$ cat src/rtl/vscale_dmem_bus_arbiter_if.sv
// HASTI (AHB-lite) signal bundle for N masters; master i's fields sit at [width*i +: width].
// The arbiter is the slave of a NUM_REQ-wide core bundle and the master of a 1-wide dmem bundle.
interface vscale_dmem_bus_arbiter_if #(
    parameter int N = 1
);
    logic [N*32-1:0] haddr;
    logic [N-1:0]    hwrite;
    logic [N*3-1:0]  hsize;
    logic [N*3-1:0]  hburst;
    logic [N-1:0]    hmastlock;
    logic [N*4-1:0]  hprot;
    logic [N*2-1:0]  htrans;
    logic [N*32-1:0] hwdata;
    logic [N*32-1:0] hrdata;
    logic [N-1:0]    hready;
    logic [N-1:0]    hresp;

    modport master (
        output haddr, hwrite, hsize, hburst, hmastlock, hprot, htrans, hwdata,
        input  hrdata, hready, hresp
    );

    modport slave (
        input  haddr, hwrite, hsize, hburst, hmastlock, hprot, htrans, hwdata,
        output hrdata, hready, hresp
    );
endinterface

$ cat src/rtl/vscale_dmem_bus_arbiter.sv
// Shares one HASTI dmem slave port among NUM_REQ vscale cores through 1-entry address slots.
// Round-robin grant by default; define ARB_EXT_SEL_EN to grant the core named by next_core.
module vscale_dmem_bus_arbiter #(
    parameter int NUM_REQ = 4,
    parameter int IDX_W   = 2
) (
    input  logic                      clk,
    input  logic                      reset,
    vscale_dmem_bus_arbiter_if.slave  core_bus,
    vscale_dmem_bus_arbiter_if.master dmem_bus,
    input  logic [IDX_W-1:0]          next_core
);
    localparam logic [1:0] HTRANS_IDLE   = 2'b00;
    localparam logic [1:0] HTRANS_NONSEQ = 2'b10;
    localparam logic [2:0] HBURST_SINGLE = 3'b000;

    typedef enum logic [1:0] {
        ST_IDLE,
        ST_PEND,
        ST_DATA
    } state_t;

    typedef struct packed {
        logic [31:0] addr;
        logic        write;
        logic [2:0]  size;
        logic [3:0]  prot;
        logic        lock;
    } slot_t;

    state_t             state [NUM_REQ];
    slot_t              slot  [NUM_REQ];
    logic [IDX_W-1:0]   dp_idx;
    logic [IDX_W-1:0]   held_idx;
    logic               held_valid;
    logic [IDX_W-1:0]   grant;
    logic               issue_valid;
    logic [NUM_REQ-1:0] pend;
    logic [NUM_REQ-1:0] in_data;
    logic [NUM_REQ-1:0] capture;
    logic [NUM_REQ-1:0] core_ready;
    logic [NUM_REQ-1:0] core_resp;
`ifndef ARB_EXT_SEL_EN
    logic [IDX_W-1:0]   rr_ptr;
`endif

    // A core may hand over a new address whenever its own hready is high, including the
    // cycle its previous data phase completes.
    always_comb begin
        for (int i = 0; i < NUM_REQ; i++) begin
            pend[i]       = (state[i] == ST_PEND);
            in_data[i]    = (state[i] == ST_DATA);
            core_ready[i] = (state[i] == ST_IDLE) | (in_data[i] & dmem_bus.hready[0]);
            core_resp[i]  = in_data[i] & dmem_bus.hresp[0];
            capture[i]    = core_ready[i] & core_bus.htrans[2*i+1];
        end
    end

    assign core_bus.hready = core_ready;
    assign core_bus.hresp  = core_resp;
    assign core_bus.hrdata = {NUM_REQ{dmem_bus.hrdata}};

    // A stalled address phase keeps its grant so the slave sees a stable address.
    always_comb begin
        // NOTE: every output of a combinational block gets a default first so no latch is inferred.
        issue_valid = 1'b0;
        grant       = '0;
        if (held_valid) begin
            issue_valid = 1'b1;
            grant       = held_idx;
        end else begin
`ifdef ARB_EXT_SEL_EN
            for (int i = 0; i < NUM_REQ; i++) begin
                if (int'(next_core) == i && pend[i]) begin
                    issue_valid = 1'b1;
                    grant       = IDX_W'(i);
                end
            end
`else
            for (int k = 1; k <= NUM_REQ; k++) begin
                for (int i = 0; i < NUM_REQ; i++) begin
                    if (!issue_valid && pend[i] && i == (int'(rr_ptr) + k) % NUM_REQ) begin
                        issue_valid = 1'b1;
                        grant       = IDX_W'(i);
                    end
                end
            end
`endif
        end
    end

    always_comb begin
        dmem_bus.haddr     = '0;
        dmem_bus.hwrite    = '0;
        dmem_bus.hsize     = '0;
        dmem_bus.hprot     = '0;
        dmem_bus.hmastlock = '0;
        dmem_bus.htrans    = HTRANS_IDLE;
        dmem_bus.hburst    = HBURST_SINGLE;
        dmem_bus.hwdata    = '0;
        for (int i = 0; i < NUM_REQ; i++) begin
            if (issue_valid && grant == IDX_W'(i)) begin
                dmem_bus.haddr     = slot[i].addr;
                dmem_bus.hwrite    = slot[i].write;
                dmem_bus.hsize     = slot[i].size;
                dmem_bus.hprot     = slot[i].prot;
                dmem_bus.hmastlock = slot[i].lock;
                dmem_bus.htrans    = HTRANS_NONSEQ;
            end
            // Write data belongs to the core whose data phase is in flight, not to the grantee.
            if (in_data[i] && dp_idx == IDX_W'(i)) begin
                dmem_bus.hwdata = core_bus.hwdata[32*i +: 32];
            end
        end
    end

    always_ff @(posedge clk) begin
        if (reset) begin
            for (int i = 0; i < NUM_REQ; i++) begin
                state[i] <= ST_IDLE;
            end
            dp_idx     <= '0;
            held_valid <= 1'b0;
            held_idx   <= '0;
`ifndef ARB_EXT_SEL_EN
            rr_ptr     <= IDX_W'(NUM_REQ - 1);
`endif
        end else begin
            // NOTE: state registers use non-blocking assignments so every update sees pre-edge values.
            held_valid <= issue_valid & ~dmem_bus.hready[0];
            held_idx   <= grant;
            if (issue_valid && dmem_bus.hready[0]) begin
                dp_idx <= grant;
`ifndef ARB_EXT_SEL_EN
                rr_ptr <= grant;
`endif
            end
            for (int i = 0; i < NUM_REQ; i++) begin
                case (state[i])
                    ST_IDLE: if (capture[i]) state[i] <= ST_PEND;
                    ST_PEND: begin
                        if (issue_valid && dmem_bus.hready[0] && grant == IDX_W'(i)) begin
                            state[i] <= ST_DATA;
                        end
                    end
                    ST_DATA: begin
                        if (dmem_bus.hready[0]) begin
                            state[i] <= capture[i] ? ST_PEND : ST_IDLE;
                        end
                    end
                    default: state[i] <= ST_IDLE;
                endcase
            end
        end
    end

    // NOTE: slots are storage, not control; no reset because a slot is read only after its capture.
    always_ff @(posedge clk) begin
        for (int i = 0; i < NUM_REQ; i++) begin
            if (capture[i]) begin
                slot[i] <= '{addr:  core_bus.haddr[32*i +: 32],
                             write: core_bus.hwrite[i],
                             size:  core_bus.hsize[3*i +: 3],
                             prot:  core_bus.hprot[4*i +: 4],
                             lock:  core_bus.hmastlock[i]};
            end
        end
    end

    // Burst type is ignored (every slot goes out as SINGLE) and only htrans[1] distinguishes a request.
    logic unused_sigs;
`ifdef ARB_EXT_SEL_EN
    assign unused_sigs = ^{core_bus.hburst, core_bus.htrans};
`else
    assign unused_sigs = ^{core_bus.hburst, core_bus.htrans, next_core};
`endif

endmodule

$ cat src/flat_wrapper.sv
// flat-port wrapper written by rule: the top's interface ports become plain ports
module vscale_dmem_bus_arbiter_flat 
#(
    parameter int NUM_REQ = 4,
    parameter int IDX_W   = 2
)
  (clk, reset, next_core, core_bus_haddr, core_bus_hwrite, core_bus_hsize, core_bus_hburst, core_bus_hmastlock, core_bus_hprot, core_bus_htrans, core_bus_hwdata, core_bus_hrdata, core_bus_hready, core_bus_hresp, dmem_bus_haddr, dmem_bus_hwrite, dmem_bus_hsize, dmem_bus_hburst, dmem_bus_hmastlock, dmem_bus_hprot, dmem_bus_htrans, dmem_bus_hwdata, dmem_bus_hrdata, dmem_bus_hready, dmem_bus_hresp);
  vscale_dmem_bus_arbiter_if #(.N((4))) core_bus_i ();
  vscale_dmem_bus_arbiter_if #(.N(1)) dmem_bus_i ();
  input  logic clk;
  input  logic reset;
  input  logic [IDX_W-1:0] next_core;
  input wire logic [$bits(core_bus_i.haddr)-1:0] core_bus_haddr;
  input wire logic [$bits(core_bus_i.hwrite)-1:0] core_bus_hwrite;
  input wire logic [$bits(core_bus_i.hsize)-1:0] core_bus_hsize;
  input wire logic [$bits(core_bus_i.hburst)-1:0] core_bus_hburst;
  input wire logic [$bits(core_bus_i.hmastlock)-1:0] core_bus_hmastlock;
  input wire logic [$bits(core_bus_i.hprot)-1:0] core_bus_hprot;
  input wire logic [$bits(core_bus_i.htrans)-1:0] core_bus_htrans;
  input wire logic [$bits(core_bus_i.hwdata)-1:0] core_bus_hwdata;
  output wire logic [$bits(core_bus_i.hrdata)-1:0] core_bus_hrdata;
  output wire logic [$bits(core_bus_i.hready)-1:0] core_bus_hready;
  output wire logic [$bits(core_bus_i.hresp)-1:0] core_bus_hresp;
  output wire logic [$bits(dmem_bus_i.haddr)-1:0] dmem_bus_haddr;
  output wire logic [$bits(dmem_bus_i.hwrite)-1:0] dmem_bus_hwrite;
  output wire logic [$bits(dmem_bus_i.hsize)-1:0] dmem_bus_hsize;
  output wire logic [$bits(dmem_bus_i.hburst)-1:0] dmem_bus_hburst;
  output wire logic [$bits(dmem_bus_i.hmastlock)-1:0] dmem_bus_hmastlock;
  output wire logic [$bits(dmem_bus_i.hprot)-1:0] dmem_bus_hprot;
  output wire logic [$bits(dmem_bus_i.htrans)-1:0] dmem_bus_htrans;
  output wire logic [$bits(dmem_bus_i.hwdata)-1:0] dmem_bus_hwdata;
  input wire logic [$bits(dmem_bus_i.hrdata)-1:0] dmem_bus_hrdata;
  input wire logic [$bits(dmem_bus_i.hready)-1:0] dmem_bus_hready;
  input wire logic [$bits(dmem_bus_i.hresp)-1:0] dmem_bus_hresp;
  assign core_bus_i.haddr = core_bus_haddr;
  assign core_bus_i.hwrite = core_bus_hwrite;
  assign core_bus_i.hsize = core_bus_hsize;
  assign core_bus_i.hburst = core_bus_hburst;
  assign core_bus_i.hmastlock = core_bus_hmastlock;
  assign core_bus_i.hprot = core_bus_hprot;
  assign core_bus_i.htrans = core_bus_htrans;
  assign core_bus_i.hwdata = core_bus_hwdata;
  assign core_bus_hrdata = core_bus_i.hrdata;
  assign core_bus_hready = core_bus_i.hready;
  assign core_bus_hresp = core_bus_i.hresp;
  assign dmem_bus_haddr = dmem_bus_i.haddr;
  assign dmem_bus_hwrite = dmem_bus_i.hwrite;
  assign dmem_bus_hsize = dmem_bus_i.hsize;
  assign dmem_bus_hburst = dmem_bus_i.hburst;
  assign dmem_bus_hmastlock = dmem_bus_i.hmastlock;
  assign dmem_bus_hprot = dmem_bus_i.hprot;
  assign dmem_bus_htrans = dmem_bus_i.htrans;
  assign dmem_bus_hwdata = dmem_bus_i.hwdata;
  assign dmem_bus_i.hrdata = dmem_bus_hrdata;
  assign dmem_bus_i.hready = dmem_bus_hready;
  assign dmem_bus_i.hresp = dmem_bus_hresp;
  vscale_dmem_bus_arbiter #(.NUM_REQ(NUM_REQ), .IDX_W(IDX_W)) u_core (.clk(clk), .reset(reset), .core_bus(core_bus_i), .dmem_bus(dmem_bus_i), .next_core(next_core));
endmodule
$ cat config.mk
export PLATFORM = sky130hd
export DESIGN_NAME = vscale_dmem_bus_arbiter_flat
export DESIGN_NICKNAME = d
export VERILOG_FILES = /design/src/rtl/vscale_dmem_bus_arbiter_if.sv /design/src/rtl/vscale_dmem_bus_arbiter.sv /design/src/flat_wrapper.sv
export SDC_FILE = /design/constraint.sdc
export NUM_CORES = 1
export LEC_CHECK = 0
export ABC_AREA = 1
export CAP_MARGIN = 20
export CORE_AREA = 2 2 216 218
export CTS_CLUSTER_DIAMETER = 120
export CTS_CLUSTER_SIZE = 25
export DETAILED_ROUTE_END_ITERATION = 6
export DIE_AREA = 0 0 218 220
export PLACE_DENSITY = 0.59
export SETUP_SLACK_MARGIN = 0.4
export SLEW_MARGIN = 20
export SYNTH_ARGS = -nofsm -noshare
export SYNTH_HDL_FRONTEND = slang
export SYNTH_SLANG_ARGS = --single-unit
$ cat constraint.sdc
create_clock -name clk -period 2.2 [get_ports clk]
set_input_delay 0.22 -clock clk [delete_from_list [all_inputs] [get_ports clk]]
set_output_delay 0.22 -clock clk [all_outputs]
set_load 0.02 [all_outputs]
==> impl_metrics.sql <==
INSERT INTO impl_metrics (metric_group, metric, value, unit) VALUES
('worst_setup_path', 'timing.critical_path.from_type', 'register', ''),
('logic_synthesis', 'yosys_warnings', '0', ''),
('detailed_routing', 'vias', '8090', ''),
('clock_network', 'h-tree-depth', '4', ''),
('min_path', 'holdPathEnd', 'u_core.slot[0][4]$_DFFE_PP_', ''),
('detailed_routing', 'detailed_route_vias_per_instance', '4.24', ''),
('clock_network', 'clk_root_buffer_cell', 'clkbuf_16', ''),
('power', 'internal_power', '9830', 'uW'),
('min_path', 'worst_hold_depth', '1', ''),
('detailed_routing', 'dr.pass1.iters', '5', ''),
('logic_synthesis', 'ys_async_sr_fraction', '0', ''),
('layout', 'layout.filler_cells', '4575', ''),
('layout', 'layout_common_cells', 'clkdlybuf4s50_1 (299), nand2_1 (214), edfxtp_1 (172)', ''),
('worst_setup_path', 'cp_num_buf_inv', '6', ''),
('placed_design', 'numPortBuffers', '381', ''),
('grt', 'gr_met2_demand_resource', '0.267', ''),
('worst_setup_path', 'timing_worst_setup_path_type', 'reg2out', ''),
('sta', 'smallest_hold_slack', '0.327', 'ns'),
('sta', 'finalSetupViolations', '96', ''),
('power', 'p_switching', '5920', 'uW'),
('logic_synthesis', 'synth_cells', '900', ''),
('floorplan', 'core_region_area', '45900', 'sq um'),
('grt', 'total_grt_overflow', '0', ''),
('grt', 'use_met1', '0.156', ''),
('layout', 'area_delta_synth_final', '71.8', '%'),
('layout', 'most_frequent_standard_cell_in_the_layout_excluding_fill_and_tap_cells', 'clkdlybuf4s50_1', ''),
('worst_setup_path', 'critical_path.endpoint_type', 'output pin', ''),
('detailed_routing', 'drc', '0', ''),
('layout', 'antenna-diode-count', '0', ''),
('grt', 'grt_use_total', '0.144', ''),
('logic_synthesis', 'synth_seq_cells', '179', ''),
('sta', 'tns', '-66.61', 'ns'),
('clock_network', 'worstSkewPairLatency', '0.44', 'ns'),
('detailed_routing', 'routed_wirelength', '38200', 'um'),
('power', 'seq_power_share', '0.273', ''),
('worst_setup_path', 'rr_endpoint', 'u_core.state[1][0]$_SDFFCE_PP0P_', ''),
('floorplan', 'core.rowCount', '79', ''),
('layout', 'finished_layout_cell_area', '15500', 'sq um'),
('logic_synthesis', 'synth_enable_flop_cells', '172', ''),
('power', 'power_density_over_the_cells', '1010', 'nW/um^2'),
('sta', 'final.setup.worst_slack', '-1.17', 'ns'),
('floorplan', 'floorplan.die_area', '48000', 'sq um'),
('worst_setup_path', 'critPathArrivalTime', '3.15', 'ns'),
('detailed_routing', 'drt_first_iter_violations', '584', ''),
('clock_network', 'clock_sinks', '179', ''),
('logic_synthesis', 'synth_area_per_cell', '10.1', 'sq um'),
('sta', 'maxSlewViolCount', '0', ''),
('worst_setup_path', 'critical_path_required', '1.98', 'ns'),
('worst_setup_path', 'timing.reg2reg.worst_path_depth', '24', ''),
('clock_network', 'cts.clk_slew.worst_paths', '0.08', 'ns'),
('clock_network', 'cts_tree', 'done', ''),
('logic_synthesis', 'seq_area_frac_synth', '0.586', ''),
('grt', 'antenna_found_initial', '1', ''),
('power', 'worst_voltage_drop_across_the_vdd_grid', '0.000695', 'V'),
('worst_setup_path', 'worst-r2r-setup-slack', '-0.88', 'ns'),
('sta', 'clock_skew', '0.00937', 'ns'),
('run_status', 'violations_in_the_final_reports', 'setup timing', ''),
('detailed_routing', 'routedWlPerCell', '20.0', 'um'),
('detailed_routing', 'postRouteAntennaNets', '0', ''),
('run_status', 'outcome', 'finished, violations left', ''),
('worst_setup_path', 'worst-path-max-fanout', '7', ''),
('flow_run', 'maxCapViolations', '0', ''),
('clock_network', 'inserted_clock_buffers', '17', ''),
('layout', 'finalNetCount', '1640', ''),
('clock_network', 'cts-root-to-sink-buffers', '2', ''),
('logic_synthesis', 'syn_area', '9050', 'sq um'),
('placed_design', 'hpwl', '26900', 'um'),
('worst_setup_path', 'peak_per_stage_delay_on_the_critical_path', '0.41', 'ns'),
('sta', 'final_hold_violations', '0', ''),
('grt', 'most_crowded_layer_after_global_routing', 'met2', ''),
('placed_design', 'place_area', '13300', 'sq um');
-- cell type report --
class                           instances  area (sq um)  area share
Timing Repair Buffer                  534          5840       0.376
Inverter                               48           185      0.0119
Multi-Input combinational cell        510          2880       0.185
Tap cell                              607           759      0.0489
Clock buffer                           17           425      0.0274
Clock inverter                         15           148     0.00950
Sequential cell                       179          5310       0.341
-- synth_stat cells, types with 2 or more instances --
| library cell | number | area, sq um |
|---|---|---|
| edfxtp_1 | 172 | 5160 |
| inv_2 | 4 | 15.0 |
| nor3_1 | 7 | 35.0 |
| nor2_8 | 2 | 40.0 |
| nand2_1 | 281 | 1050 |
| and2_1 | 4 | 25.0 |
| buf_6 | 2 | 22.5 |
| nor2_1 | 29 | 109 |
| inv_1 | 43 | 161 |
| buf_2 | 8 | 40.0 |
| buf_1 | 3 | 11.3 |
| clkbuf_1 | 14 | 52.6 |
| nor2_4 | 6 | 67.6 |
| nand2_2 | 13 | 81.3 |
| dfxtp_1 | 7 | 140 |
| nand4_2 | 2 | 25.0 |
| a21oi_1 | 12 | 60.1 |
| nand3_1 | 54 | 270 |
| nand4_1 | 84 | 526 |
| buf_4 | 139 | 1040 |
| nor2_2 | 6 | 37.5 |
-- worst max-delay path by stage --
stage | slack (ns) | from | end | cells past startpoint
after floorplan | -0.30 | u_core.state[1][0]$_SDFFCE_PP0P_ | dmem_bus_haddr[10] | 19
after global placement | -1.07 | u_core.state[1][0]$_SDFFCE_PP0P_ | dmem_bus_hsize[2] | 20
after detailed placement | -1.12 | u_core.state[1][0]$_SDFFCE_PP0P_ | dmem_bus_hsize[2] | 20
after CTS | -1.13 | u_core.state[1][0]$_SDFFCE_PP0P_ | dmem_bus_haddr[17] | 20
after global routing | -1.31 | u_core.state[3][0]$_SDFFCE_PP0P_ | dmem_bus_haddr[2] | 22
final | -1.17 | u_core.state[3][0]$_SDFFCE_PP0P_ | dmem_bus_haddr[0] | 22
-- per-layer routing --
layer / vias to the layer above / part of all wire
met3: 49 / 0.090
met4: 2 / 0.017
met1: 3830 / 0.36
li1: 3725 / -
met5: - / 0.00034
met2: 484 / 0.53
-- through the flow --
stage          setup WS, ns  total power (uW)  utilization  std cells
4_1_cts               -1.13             15100        0.317       1864
2_1_floorplan        -0.301              7740            -        903
3_5_place_dp          -1.12             10900        0.290       1804
5_1_grt               -1.31             16400        0.339       1910
3_3_place_gp          -1.07             10900        0.290       1804
6_report              -1.17             15800        0.339       1910
-- registers in the layout, indices dropped and copies added (netlist names) --
register,flops
u_core.state,8
u_core.held_idx,2
u_core.rr_ptr,2
u_core.held_valid,1
u_core.slot,164
u_core.dp_idx,2
-- cell families after synthesis --
kind of cell	after synthesis	synth area share
and+or+nand+nor	489	0.252
buffers and inverters	214	0.149
DFF	179	0.586
AOI/OAI and AO/OA	17	0.0123
other	1	0.000414
-- timing repair --
item | in CTS | in global routing
setup buffers | 19 | 38
cloned | 9 | 8
setup endpoints to repair | 104 | 126
resized for setup | 412 | 209
pin swaps | 34 | 57
-- power groups by stage --
stage	sequential (uW)	clock, uW	combinational (uW)
global placement	4350	0	6550
finish	4300	3000	8450
detailed placement	4360	0	6590
global route	4330	3190	8900
CTS	4290	3070	7710
floorplan	4330	0	3410
Power figures use the tool's default switching activity.
